<file path="config.mk">
export PLATFORM = sky130hd
export DESIGN_NAME = rr_arbiter_param
export DESIGN_NICKNAME = d
export VERILOG_FILES = /design/src/rtl/arb_pkg.sv /design/src/rtl/rr_pick_comb.sv /design/src/rtl/rr_arbiter_param.sv
export SDC_FILE = /design/constraint.sdc
export NUM_CORES = 1
export LEC_CHECK = 0
export BUFFER_PORTS_ARGS = -buffer_cell sky130_fd_sc_hd__buf_4
export CAP_MARGIN = 25
export CORE_MARGIN = 2
export CORE_UTILIZATION = 57
export DETAILED_ROUTE_END_ITERATION = 12
export PLACE_DENSITY = 0.87
export SLEW_MARGIN = 25
export SYNTH_ARGS = -nofsm -noshare
export SYNTH_HDL_FRONTEND = slang
export SYNTH_SLANG_ARGS = --single-unit
export TNS_END_PERCENT = 20
</file>
<file path="constraint.sdc">
create_clock -name clk -period 5.4 [get_ports clk]
set_clock_uncertainty 0.1 [all_clocks]
set_input_delay 1.35 -clock clk [delete_from_list [all_inputs] [get_ports clk]]
set_output_delay 1.35 -clock clk [all_outputs]
set_load 0.02 [all_outputs]
</file>
<file path="src/rtl/arb_pkg.sv">
// Shared arbiter types and helpers: FSM state, one-hot to index, reference round-robin pick.
package arb_pkg;

  typedef enum logic [0:0] {StIdle, StBusy} arb_state_e;

  function automatic logic [4:0] onehot2idx(input logic [31:0] oh);
    logic [4:0] idx;
    idx = '0;
    for (int i = 0; i < 32; i++) begin
      if (oh[i]) idx = idx | 5'(i);
    end
    return idx;
  endfunction

  // Loop-based circular search from ptr; handy as a golden model for rr_pick_comb.
  function automatic logic [31:0] rr_pick(input logic [31:0] eff, input logic [4:0] ptr,
                                          input int unsigned n);
    logic [31:0]  win;
    logic         found;
    int unsigned  idx;
    win   = '0;
    found = 1'b0;
    for (int unsigned i = 0; i < 32; i++) begin
      if (i < n) begin
        idx = ptr + i;
        if (idx >= n) idx = idx - n;
        if (!found && eff[idx[4:0]]) begin
          win[idx[4:0]] = 1'b1;
          found         = 1'b1;
        end
      end
    end
    return win;
  endfunction

endpackage

</file>
<file path="src/rtl/rr_pick_comb.sv">
// Circular priority encoder: one-hot first set bit of eff searching upward from ptr.
module rr_pick_comb #(
  parameter int unsigned N    = 5,
  parameter int unsigned IDXW = $clog2(N)
) (
  input  logic [N-1:0]    eff,
  input  logic [IDXW-1:0] ptr,
  output logic [N-1:0]    winner,
  output logic            any
);

  logic [2*N-1:0] dbl;
  logic [2*N-1:0] rot;
  logic [N-1:0]   low;
  logic [N-1:0]   first;

  // Rotate right by ptr, isolate the lowest set bit, then rotate back left by ptr.
  always_comb begin
    dbl    = {eff, eff} >> ptr;
    low    = dbl[N-1:0];
    first  = low & ((~low) + N'(1));
    rot    = {first, first} << ptr;
    winner = rot[2*N-1:N];
    any    = |eff;
  end

endmodule

</file>
<file path="src/rtl/rr_arbiter_param.sv">
// Parametrised round-robin arbiter with lock/hold, tenure timeout and eligibility mask.
module rr_arbiter_param
  import arb_pkg::*;
#(
  parameter int unsigned N        = 5,
  parameter int unsigned MAX_HOLD = 16,
  localparam int unsigned IDXW    = $clog2(N)
) (
  input  logic            clk,
  input  logic            reset,
  input  logic [N-1:0]    req,
  input  logic [N-1:0]    lock,
  input  logic [N-1:0]    mask,
  output logic [N-1:0]    grant,
  output logic [IDXW-1:0] grant_idx,
  output logic            grant_valid,
  output logic            timeout
);

  localparam int unsigned   HCW     = (MAX_HOLD == 0) ? 1 : $clog2(MAX_HOLD + 1);
  localparam logic [HCW-1:0] HoldMax = HCW'(MAX_HOLD);

  arb_state_e      state_q, state_d;
  logic [N-1:0]    grant_q, grant_d;
  logic [IDXW-1:0] ptr_q, ptr_d;
  logic [IDXW-1:0] idx_q;
  logic            valid_q;
  logic            timeout_q, timeout_d;
  logic [HCW-1:0]  hold_q, hold_d, hold_inc;

  logic [N-1:0]    eff;
  logic [N-1:0]    pick;
  logic            pick_any;
  logic [4:0]      pick_idx5, grant_idx5;
  logic [IDXW-1:0] ptr_next;
  logic            owner_live, owner_lock, others, expired, rearb;

  assign eff = req & mask;

  rr_pick_comb #(
    .N    (N),
    .IDXW (IDXW)
  ) u_pick (
    .eff    (eff),
    .ptr    (ptr_q),
    .winner (pick),
    .any    (pick_any)
  );

  always_comb begin
    pick_idx5 = onehot2idx(32'(pick));
    ptr_next  = (pick_idx5[IDXW-1:0] == IDXW'(N - 1)) ? '0 : pick_idx5[IDXW-1:0] + 1'b1;
    if (MAX_HOLD == 0 || hold_q == HoldMax) hold_inc = hold_q;
    else                                    hold_inc = hold_q + 1'b1;
  end

  always_comb begin
    state_d    = state_q;
    grant_d    = grant_q;
    ptr_d      = ptr_q;
    hold_d     = hold_q;
    timeout_d  = 1'b0;
    rearb      = 1'b0;
    owner_live = |(eff & grant_q);
    owner_lock = |(lock & grant_q);
    others     = |(eff & ~grant_q);
    expired    = (MAX_HOLD != 0) && (hold_q == HoldMax);

    unique case (state_q)
      StIdle: rearb = 1'b1;
      StBusy: begin
        if (!owner_live) begin
          rearb = 1'b1;
        end else if (owner_lock) begin
          if (expired && others) begin
            // ptr already sits just past the owner, so the pick lands on someone else.
            rearb     = 1'b1;
            timeout_d = 1'b1;
          end else begin
            hold_d = hold_inc;
          end
        end else begin
          rearb = 1'b1;
        end
      end
      default: ;
    endcase

    if (rearb) begin
      if (pick_any) begin
        grant_d = pick;
        ptr_d   = ptr_next;
        state_d = StBusy;
        hold_d  = (pick == grant_q) ? hold_inc : HCW'(1);
      end else begin
        grant_d = '0;
        state_d = StIdle;
        hold_d  = '0;
      end
    end

    grant_idx5 = onehot2idx(32'(grant_d));
  end

  always_ff @(posedge clk or posedge reset) begin
    if (reset) begin
      state_q   <= StIdle;
      grant_q   <= '0;
      ptr_q     <= '0;
      idx_q     <= '0;
      valid_q   <= 1'b0;
      timeout_q <= 1'b0;
      hold_q    <= '0;
    end else begin
      state_q   <= state_d;
      grant_q   <= grant_d;
      ptr_q     <= ptr_d;
      idx_q     <= grant_idx5[IDXW-1:0];
      valid_q   <= |grant_d;
      timeout_q <= timeout_d;
      hold_q    <= hold_d;
    end
  end

  assign grant       = grant_q;
  assign grant_idx   = idx_q;
  assign grant_valid = valid_q;
  assign timeout     = timeout_q;

endmodule
</file>
### Word-level counts from Yosys, hierarchy flattened

Cells that the tools add are included.

| word-level totals | value |
|---|---|
| latch bits | 0 |
| ROM bits | 0 |
| input bits | 17 |
| memories kept | 0 |
| RAM bits | 0 |
| bits in registers | 19 |
| output and inout port bits | 10 |

| operators by class | value |
|---|---|
| eq/ne operators | 4 |
| add/sub/neg operators | 3 |
| reductions and logical operators | 11 |
| divide/modulo/power cells | 0 |
| magnitude comparators | 0 |
| multiplexer cells | 27 |
| bitwise gates (word level) | 8 |
| $mul | 0 |
| shift operators | 2 |

Operators with widths:

| cell | number |
|---|---|
| $mux W5 | 10 |
| $and A5 B5 Y5 | 5 |
| $reduce_or A5 Y1 | 5 |
| $add A5 B1 Y5 const B | 2 |
| $not A5 Y5 | 2 |
| $shl A10 B3 Y10 | 1 |
| $shr A10 B3 Y5 | 1 |
| $mux W1 | 9 |
| $mux W3 | 3 |
| $mux W2 | 4 |
| $reduce_bool A2 Y1 | 3 |
| $eq A5 B5 Y1 | 1 |
| $eq A5 B5 Y1 const B | 1 |
| $reduce_and A4 Y1 | 1 |
| $add A3 B1 Y3 const B | 1 |
| $eq A3 B3 Y1 const B | 1 |
| $ne A2 B2 Y1 const B | 1 |
| $pmux W1 S2 | 1 |
| $reduce_and A2 Y1 | 1 |
| $logic_and A1 B1 Y1 | 1 |
| $not A1 Y1 | 1 |

### Longest topological paths before layout

| depth | value |
|---|---|
| depth in word-level cells | 13 |
| mapped depth | 14 |

### Modules after synthesis

From an unflattened synthesis, not the netlist that was laid out.

| unflattened totals | value |
|---|---|
| cell total of the unflattened synthesis | 187 |
| area total of the unflattened synthesis | 1,702.9 sq um |

By module, submodules not included:

| module | seq. area each (sq um) | instances | cells an instance | area each (sq um) |
|---|---|---|---|---|
| rr_arbiter_param | 450.4 | 1 | 112 | 1,097.3 |
| rr_pick_comb | 0.0 | 1 | 75 | 605.6 |

### Least setup slack after synthesis

Ideal clock, no wire load.

| path | value |
|---|---|
| kind | input-to-reg |
| start point | input port req[2] |
| end point | register ptr_q[0] |
| data arrival time | 3,660 ps |
| cell stages on the path | 12 |
| slack | 1,558 ps |
| buffers on the path | 1 |
| data required time | 5,217 ps |
| path through | and2_1 > clkbuf_1 > o32a_1 > and3b_1 > nor4b_2 > a21oi_1 > a211oi_2 > nor2_1 > ha_1 > nor2b_1 > or3_1 > o21ai_0 |

| between the ends | value |
|---|---|
| longest elaborated chain between the ends | 12 |
| elaborated cells between the ends (all ways) | 24 |
| those cells by class | add/sub (2); eq/ne (1); shift (2); mux (9); bitwise (5); reduce/logical (5) |

Ends and longest elaborated chain:

| item | line | source |
|---|---|---|
| start: declaration | rr_arbiter_param.sv:11 | `input logic [N-1:0] req,` |
| $and A5 B5 Y5 * | rr_arbiter_param.sv:38 | `assign eff = req & mask;` |
| $shr A10 B3 Y5 | rr_pick_comb.sv:19 | `dbl = {eff, eff} >> ptr;` |
| $not A5 Y5 | rr_pick_comb.sv:21 | `first = low & ((~low) + N'(1));` |
| $add A5 B1 Y5 | rr_pick_comb.sv:21 |  |
| $and A5 B5 Y5 | rr_pick_comb.sv:21 |  |
| $shl A10 B3 Y10 | rr_pick_comb.sv:22 | `rot = {first, first} << ptr;` |
| $mux W1 | arb_pkg.sv:10 | `if (oh[i]) idx = idx \| 5'(i);` |
| $mux W2 (2 in a row) | arb_pkg.sv:10 |  |
| $mux W3 | arb_pkg.sv:10 |  |
| $add A3 B1 Y3 or $eq A3 B3 Y1 (tied branches) | rr_arbiter_param.sv:52 | `ptr_next = (pick_idx5[IDXW-1:0] == IDXW'(N - 1)) ? '0 : pick_idx5[IDXW-1:0] + 1'b1;` |
| $mux W3 | rr_arbiter_param.sv:52 |  |
| end signal: assignment | rr_arbiter_param.sv:117 | `ptr_q <= ptr_d;` |
| end: declaration | rr_arbiter_param.sv:25 | `logic [IDXW-1:0] ptr_q, ptr_d;` |

Every way passes the cells marked *; elsewhere a longest branch is shown, timed or not.
A chain may end at the register's enable or synchronous reset.

### Worst setup path after layout

| path | value |
|---|---|
| start point | input port req[3] |
| end point | register ptr_q[0] |

The elaborated chain is that of the path after synthesis.

==> impl_metrics.yaml <==
logic_synthesis:
  synth-seq-cells: 18
  yosys_warnings: 0
  synth_top_area_cell: "dfrtp_1"
  synthTopCellsByCount: "19 x nand2_1, 18 x dfrtp_1, 11 x nor2_1"
  yosys-top-cells-area: "dfrtp_1 26%, nand2_1 4.1%, xnor2_1 3.0%"
  synthCells: 199
  ys_types: 67
  synth_area_um2: 1730
  synth_edf_count: 0
  synth_top_cell_area_share_pct: 26.0
  syn-num-nets: 220
  synth-async-reset-ratio_pct: 100
  yosysMostFrequentCell: "nand2_1"
  yosysSeqAreaShare_pct: 26.0
  synth_ff_type: "dfrtp_1"
  syn_avg_cell_area_um2: 8.70
finish:
  final_cells: 247
  nFillCells: 240
  antenna_cells: 0
  post_route_cells_drive_above_1_share_pct: 24.5
  multi_input_area_um2: 1170
  seq_area_um2: 450
  syn_to_final_growth_pct: 11.3
  stdcell_area_um2: 1930
  fin_nets: 238
power:
  p_per_area_nw_per_um2: 623
  p_comb_share_pct: 67.6
  pwr-share-clk_pct: 7.2
  power_mw: 1.20
  power_switching_mw: 0.617
  p_int_mw: 0.583
  swShare_pct: 51.4
  leakagePower_nw: 0.805
  seqPwrFrac_pct: 25.2
  irDropWorstVdd_mv: 0.411
clock_network:
  path_clk_slew_ps: 110
  cts.sinks: 18
  post_cts_resized: 0
  clockBufferDepth: 2
  root_buffer: "clkbuf_4"
  cts_buffers: 3
  postCtsSetupRepairBufs: 0
  hold_buffers: 0
  h-tree-depth: 1
  cts_tree: "yes"
  clk_latency_ps: 310
critical_path:
  r2r_slack_ps: 1460
  cp.required_ps: 5520
  r2r_cells: 12
  worstSetupPathType: "in -> reg"
  start_kind: "primary input"
  end_kind: "register"
  slowest_stage: "a2111oi_0"
  cpPeakStageDelay_ps: 510
  r2r_start: "ptr_q[2]$_DFFE_PP0P_"
  worst-path-max-fanout: 5
  regToRegEndpoint: "ptr_q[0]$_DFFE_PP0P_"
  cp.arrival_ps: 4200
  crit_chain: "buf_4 > and2_1 > a2111oi_0 > and3b_1 > nor4b_2 > a21oi_1 > a211oi_2 > nor2_1 > ha_1 > nor2b_1 > or3_1 > o21ai_0"
worst_hold_path:
  hold-path-cell-count: 2
  hp-class: "reg -> reg"
  holdPathEnd: "timeout$_DFF_PP0_"
  holdCritStartpoint: "state_q$_DFFE_PP0N_"
global_route:
  grt_start_max_net_pins: 31
  grt_pass1_wl_um: 7270
  grt-ovfl-total: 0
  grt_use_total_pct: 27.2
  antenna_found_initial: 0
  grt_pass1_vias: 1541
die:
  rows: 19
  die_area_um2: 3490
  ios: 27
  core_um2: 2830
  initial_core_util_pct: 61.2
  fp.dieW_um: 59.1
  fp.dieH_um: 59.1
sta:
  whs_ps: 518
  fmax_mhz: 245
  grt_setup_unrepaired: "no"
  finalHoldViolations: 0
  report.final.slew_viol_count: 0
  fin_crit_ps: 4080
  setup_tns_ps: 0
  post-route-period-util_pct: 75.5
  tightest_slew_ps: 915
  slew_headroom_pct: 39.0
  finalSetupViolations: 0
drt:
  vias: 1675
  finalWirelength_um: 4440
  drc: 0
  via_per_inst: 6.78
  drt_iter0_markers: 139
  first_pass_iters: 5
  avgRoutedWirePerCell_um: 18.0
  postRouteAntennaNets: 0
place:
  gp_congestion: 0.984
  portBuffers: 26
  place_hpwl_um: 3320
  place_inst: 243
  postPlaceCellArea_um2: 1890
run:
  cap_violations: 0
outcome:
  status: "finished clean"
## worst max-delay path by stage
stage	startpoint	endpoint	slack (ps)
after floorplan	req[2]	ptr_q[0]$_DFFE_PP0P_	1560
after global placement	req[4]	ptr_q[0]$_DFFE_PP0P_	1270
after detailed placement	req[3]	ptr_q[0]$_DFFE_PP0P_	1030
after CTS	req[3]	ptr_q[0]$_DFFE_PP0P_	1360
after global routing	req[3]	ptr_q[0]$_DFFE_PP0P_	1110
final	req[3]	ptr_q[0]$_DFFE_PP0P_	1320
## critical path, delay by kind of cell
kind	cells	cell delay (ps)
AO/OA/AOI/OAI	4	1080
adder cells (fa/ha/maj)	1	230
AND/OR/NAND/NOR	6	1420
buffers and inverters	1	110
## kinds of logic after synthesis
family,synth area share (%)
AND/OR/NAND/NOR,28.3
AO/OA/AOI/OAI,25.7
buffers and inverters,6.51
flip-flops,26.0
XOR/XNOR,5.93
multiplexers,4.63
adder cells (fa/ha/maj),2.89
## cell usage in the layout (no fill, tap or decap), types with 7 or more instances in the layout
cell type,count
buf_4,26
nor2_1,11
dfrtp_1,18
nor3_1,7
inv_1,10
nand2_1,19
a21oi_1,7
nand3_1,8
## registers in the layout, indices dropped and copies added, names as in the netlist
signal / flops
hold_q: 5
timeout: 1
grant: 5
grant_valid: 1
grant_idx: 2
ptr_q: 3
state_q: 1
## routing by layer
layer  wire length, um  GRT usage [%]
met1              1880           38.1
met2              2090           43.7
met3               376           4.37
met4                93           7.47
met5                 0              0
## final cells by class
class,count,area share [%]
inverter,10,1.95
sequential,18,23.4
tap,31,2.01
clock buffer,4,1.88
multi-input combinational,158,60.6
timing repair buffer,26,10.1
## power by group through the flow
stage | sequential, mW | clock (mW) | combinational [mW]
2_1_floorplan | 0.250 | 0 | 0.686
3_3_place_gp | 0.299 | 0 | 0.772
3_5_place_dp | 0.302 | 0 | 0.796
4_1_cts | 0.299 | 0.0867 | 0.802
5_1_grt | 0.314 | 0.0919 | 0.883
6_report | 0.302 | 0.0861 | 0.812
## metrics by stage
stage | worst slack [ps] | util (%)
floorplan | 1560 | -
global placement | 1270 | 66.8
detailed placement | 1030 | 66.8
CTS | 1360 | 68.1
global route | 1110 | 68.1
finish | 1320 | 68.1
Power figures use the tool's default switching activity.
